===== src/rtl/jt6295_pkg.sv =====
// jt6295_pkg: shared constants for the jt6295 ADPCM voice pipeline
package jt6295_pkg;
   localparam int VOICES         = 4;
   localparam int DEFAULT_WIDTH  = 12;
   localparam int DEFAULT_STAGES = VOICES;
endpackage


===== src/rtl/jt6295_shift_lane.sv =====
// jt6295_shift_lane: 1-bit clock-enabled shift chain with async reset
module jt6295_shift_lane #(
   parameter int STAGES = 4
) (
   input  logic clk,
   input  logic rst,
   input  logic clk_en,
   input  logic din,
   output logic drop
);
   logic [STAGES-1:0] chain_q, chain_d;
   always_comb begin
      chain_d[0] = din;
      for (int i = 1; i < STAGES; i++) chain_d[i] = chain_q[i-1];
   end
   always_ff @(posedge clk or posedge rst)
      if (rst) chain_q <= '0;
      else if (clk_en) chain_q <= chain_d;
   assign drop = chain_q[STAGES-1];
endmodule


===== src/rtl/jt6295_shift_rst.sv =====
// jt6295_shift_rst: WIDTH-bit, STAGES-deep clock-enabled delay line built from independent bit lanes
module jt6295_shift_rst import jt6295_pkg::*; #(
   parameter int WIDTH  = DEFAULT_WIDTH,
   parameter int STAGES = DEFAULT_STAGES
) (
   input  logic             clk,
   input  logic             rst,
   input  logic             clk_en,
   input  logic [WIDTH-1:0] din,
   output logic [WIDTH-1:0] drop
);
   genvar b;
   generate
      for (b = 0; b < WIDTH; b++) begin : g_lane
         jt6295_shift_lane #(.STAGES(STAGES)) u_lane (
            .clk    (clk),
            .rst    (rst),
            .clk_en (clk_en),
            .din    (din[b]),
            .drop   (drop[b])
         );
      end
   endgenerate
endmodule


===== config.mk =====
export PLATFORM = sky130hd
export DESIGN_NAME = jt6295_shift_rst
export DESIGN_NICKNAME = d
export VERILOG_FILES = /design/src/rtl/jt6295_pkg.sv /design/src/rtl/jt6295_shift_lane.sv /design/src/rtl/jt6295_shift_rst.sv
export SDC_FILE = /design/constraint.sdc
export NUM_CORES = 1
export LEC_CHECK = 0
export ABC_CLOCK_PERIOD_IN_PS = 4490
export BUFFER_PORTS_ARGS = -buffer_cell sky130_fd_sc_hd__buf_2
export CORE_UTILIZATION = 48
export CTS_CLUSTER_DIAMETER = 80
export DETAILED_ROUTE_END_ITERATION = 16
export PLACE_DENSITY = 0.69
export SKIP_LAST_GASP = 1
export SYNTH_ARGS = -nofsm -noshare
export SYNTH_HDL_FRONTEND = slang
export SYNTH_SLANG_ARGS = --single-unit

===== constraint.sdc =====
create_clock -name clk -period 4.49 [get_ports clk]
set_clock_uncertainty 0.2 [all_clocks]
set_input_delay 0.449 -clock clk [delete_from_list [all_inputs] [get_ports clk]]
set_output_delay 0.449 -clock clk [all_outputs]
set_load 0.01 [all_outputs]

# Yosys cells after proc, flatten, opt, wreduce, memory -nomap -nowiden
# Index checks and enable logic that the tools add are counted.
word_totals:
  word_cells: 12
  latch_bits: 0
  ram_bits: 0
  in_bits: 15
  output_inout_bits: 12
  mem_count: 0
  reg_bits: 48
  rom_bits: 0
op_classes:
  bitwise_logic: 0
  div_mod_pow: 0
  shift: 0
  n_eq_ne: 0
  reduce_logical: 0
  order_cmp: 0
  muxes: 0
  addsub: 0
  mul: 0

# Depth between registers and ports, before layout
logic_depth:
  word_depth: 0
  depth_mapped: 3
  depth_no_buf: 1

# Modules after synthesis
# Synthesis repeated with hierarchy kept, for this count alone.
unflattened:
  cells_unflattened: 108
  area_unflattened_um2: 1786.7
modules_own_cells:
  columns: ["module", "area_per_inst_um2", "cells_per_inst", "seq_area_each_um2", "n_inst"]
  rows:
  - ["jt6295_shift_lane", 148.9, 9, 100.1, 12]

# Worst setup path before layout
# Ideal clock, no wire load.
synth_timing:
  kind: "input to register"
  startpoint: "in clk_en"
  endpoint: "reg g_lane[0].u_lane.chain_q[3]"
  n_path_buf: 2
  setup_ps: 125
  arrival_time_ps: 1027
  path_stages: 3
  setup_slack_ps: 3138
  required_time_ps: 4165
  cell_sequence: "buf_6 > buf_6 > mux2_4"
synth_lines:
  columns: ["item", "line_no", "rtl"]
  rows:
  - ["from (decl)", "jt6295_shift_rst.sv:8", "input logic clk_en,"]
  - ["to (signal assigned)", "jt6295_shift_lane.sv:18", "else if (clk_en) chain_q <= chain_d;"]
  - ["to (decl)", "jt6295_shift_lane.sv:11", "logic [STAGES-1:0] chain_q, chain_d;"]
# No word-level cell between the ends.

# Worst setup path after layout
layout_timing:
  startpoint: "in clk_en"
  endpoint: "reg g_lane[1].u_lane.chain_q[0]"
layout_lines:
  columns: ["item", "line_no"]
  rows:
  - ["to (signal assigned)", "jt6295_shift_lane.sv:18"]
  - ["to (decl)", "jt6295_shift_lane.sv:11"]
# No word-level cell between the ends.

==> parameters.txt <==
Parameter                              Value

Outcome
  Run status    completed

Synthesis
  Sequential element share of the synthesized area    slightly above 60%
  Yosys warning total    0
  Largest area contributor in the netlist    sky130_fd_sc_hd__dfrtp_1
  Leading post-synthesis cells by cell area    sky130_fd_sc_hd__dfrtp_1, sky130_fd_sc_hd__mux2_2, sky130_fd_sc_hd__mux2_4, sky130_fd_sc_hd__buf_4, sky130_fd_sc_hd__buf_6
  Number of synthesized register bits    48
  Proportion of netlist area held by the largest area contributor    between 60% and 70%
  Count of distinct cell types in the synthesized netlist    7
  Mean post-synth cell area    17.1 um^2
  Synthesized area    about 2000 um^2
  Gate count of the mapped netlist    114
  Synthesized Nets    129

Drt
  DRC violations left    0
  Number of nets with antenna violations after routing    0
  Wire per inst    13.8 um
  Number of iterations in the first detailed-routing pass    3
  Detailed Route WL    2.48 mm
  DR iter-0 viols    20
  Number of vias in the routed layout    about 890
  Ratio of routed vias to standard cells    a little under 5

STA
  Final worst path period share    about two fifths
  Setup-failing EPs final    0
  Highest clock rate    0.558 GHz
  Final hold viol count    0
  TNS Setup    0 ns
  Tmin final    about 1.8 ns
  Worst setup slack after layout    2.70 ns
  RSZ-0062 raised after global routing    false
  Least-Margin Pin Slew    1.19 ns
  Fin. max-slew vios    0
  Slew Limit Headroom    20.5%

Layout
  Share of layout cells above drive strength 1    a little under two thirds
  Antenna diode count    0
  Reg with most FFs    g_lane.u_lane.chain_q
  Filler Cell Count    between 300 and 400
  Net total in the final layout    145
  Flip-flop count of the largest register after layout    48
  Largest registers    g_lane.u_lane.chain_q (48)
  Sequential cell area    1200 um^2
  Area growth syn-to-layout    8.77%
  Combined area of the multi-input logic cells    between 600 and 700 um^2
  Finished Layout Cells    ~180

Clock tree
  Clock tree from TritonCTS    yes
  Num CTS Buffers    5
  Clock insertion delay at the later pin of the skew report    0.30 ns
  Clock Tree Root    sky130_fd_sc_hd__clkbuf_8
  Cells resized by post-CTS repair    0
  Clock Path Buffers    2
  Number of clock sinks    48
  H-tree Lvls    2
  Post-CTS setup buffers    0
  Reg clk slew, reported paths    about 0.090 ns
  Number of buffers inserted for hold repair after clock tree synthesis    0

Pwr
  Power Density    477 nW/um^2
  Worst-case vdd ir drop    0.296 mV
  Standby leakage power    1.00 nW

Place
  Dpl hpwl    1.59 mm
  Placer congestion estimate    0.623
  Placed instance count    171
  Worst slack at placement    2.37 ns
  Port-buffer cells    26

Global routing
  Grt total ovfl    0
  Number of global-route vias before repair    932
  Antenna violations before repair    0
  Global-route wire length before repair    4.37 mm
  Largest net degree at the start of global routing    49
  GRT Util Overall    13.7%

Critical path
  Worst-path fanout max    48
  Kind of cell with the highest combined delay on the critical path    buffers and inverters
  Nature of the critical path startpoint    primary input
  Data required time at the worst endpoint    4.48 ns
  Slowest stage cell on the critical path    sky130_fd_sc_hd__buf_2
  Highest cell delay on the worst timing path    0.88 ns
  Worst path buffer plus inverter count    1
  Crit path DAT    1.78 ns
  Chain of cells forming the critical path    buf_2 -> mux2_2
  Critical Path Sink Type    flop
  Critical path start-end classification    in -> reg

Floorplanning
  Chip height    about 66 um
  Core area    approximately 3800 um^2
  Floorplan die area    4330 um^2
  Die width    65.8 um
  Effective utilization at floorplan    51.8%
  Row Count    22
  Num ports    27

Flow run
  # Max-Cap Violations    0

Worst hold path
  Path type of the worst min-delay path    in -> async
where the power goes:
part / leakage, nW / internal, mW / switching [mW]
sequential: 0.564 / 0.506 / 0.0382
combinational: 0.383 / 0.0998 / 0.0578
clock: 0.0548 / 0.168 / 0.145
per-layer routing:
metal | up-vias | wire length [um] | GRT usage [%]
li1 | 407 | - | -
met5 | - | 0 | 0
met1 | 459 | 1160 | 17.7
met2 | 18 | 1130 | 20.9
met4 | 0 | 46 | 5.71
met3 | 5 | 136 | 5.00
cell usage after synthesis:
cell type / n
sky130_fd_sc_hd__buf_4: 12
sky130_fd_sc_hd__dfrtp_1: 48
sky130_fd_sc_hd__buf_6: 3
sky130_fd_sc_hd__mux2_4: 20
sky130_fd_sc_hd__mux2_2: 28
sky130_fd_sc_hd__inv_1: 1
sky130_fd_sc_hd__buf_2: 2
cell families after synthesis:
| kind of cell | Yosys count | synth area share (%) |
|---|---|---|
| buffers and inverters | 18 | 7.04 |
| multiplexers | 48 | 31.5 |
| flip-flops | 48 | 61.5 |
worst paths after layout:
| kind | cells past startpoint | start | slack [ns] | to |
|---|---|---|---|---|
| max reg2reg | 1 | g_lane[7].u_lane.chain_q[0]$_DFFE_PP0P_ | 3.52 | g_lane[7].u_lane.chain_q[0]$_DFFE_PP0P_ |
| min reg2reg | 1 | g_lane[8].u_lane.chain_q[3]$_DFFE_PP0P_ | 0.31 | g_lane[8].u_lane.chain_q[3]$_DFFE_PP0P_ |
| min in group clk | 2 | din[11] | 0.17 | g_lane[11].u_lane.chain_q[0]$_DFFE_PP0P_ |
| min | 2 | rst | 0.15 | g_lane[2].u_lane.chain_q[3]$_DFFE_PP0P_ |
| max | 2 | clk_en | 2.70 | g_lane[1].u_lane.chain_q[0]$_DFFE_PP0P_ |
| max in group asynchronous | 2 | rst | 3.35 | g_lane[5].u_lane.chain_q[0]$_DFFE_PP0P_ |
layout make-up:
cell class	count	area share, %
Sequential cell	48	56.5
Multi-Input combinational cell	48	29.0
Timing Repair Buffer	26	6.12
Clock buffer	5	3.24
Tap cell	48	2.83
Clock inverter	3	2.18
Inverter	1	0.177
layout by cell type (no fill, tap or decap), drive strengths merged:
master	instances
clkinvlp	1
clkbuf	5
dfrtp	48
inv	2
bufinv	1
mux2	48
buf	26
through the flow:
| step | area, um^2 | util [%] | hold WS (ns) | power, mW |
|---|---|---|---|---|
| final | 2130 | 56.4 | 0.149 | 1.01 |
| after CTS | 2130 | 56.4 | 0.164 | 1.03 |
| after global routing | 2130 | 56.4 | 0.164 | 1.06 |
| after floorplan | 1950 | - | 0.275 | 0.698 |
| after global placement | 2010 | 53.3 | 0.282 | 0.705 |
| after detailed placement | 2010 | 53.3 | 0.292 | 0.715 |
No activity file was read; power rests on OpenSTA's default activity.
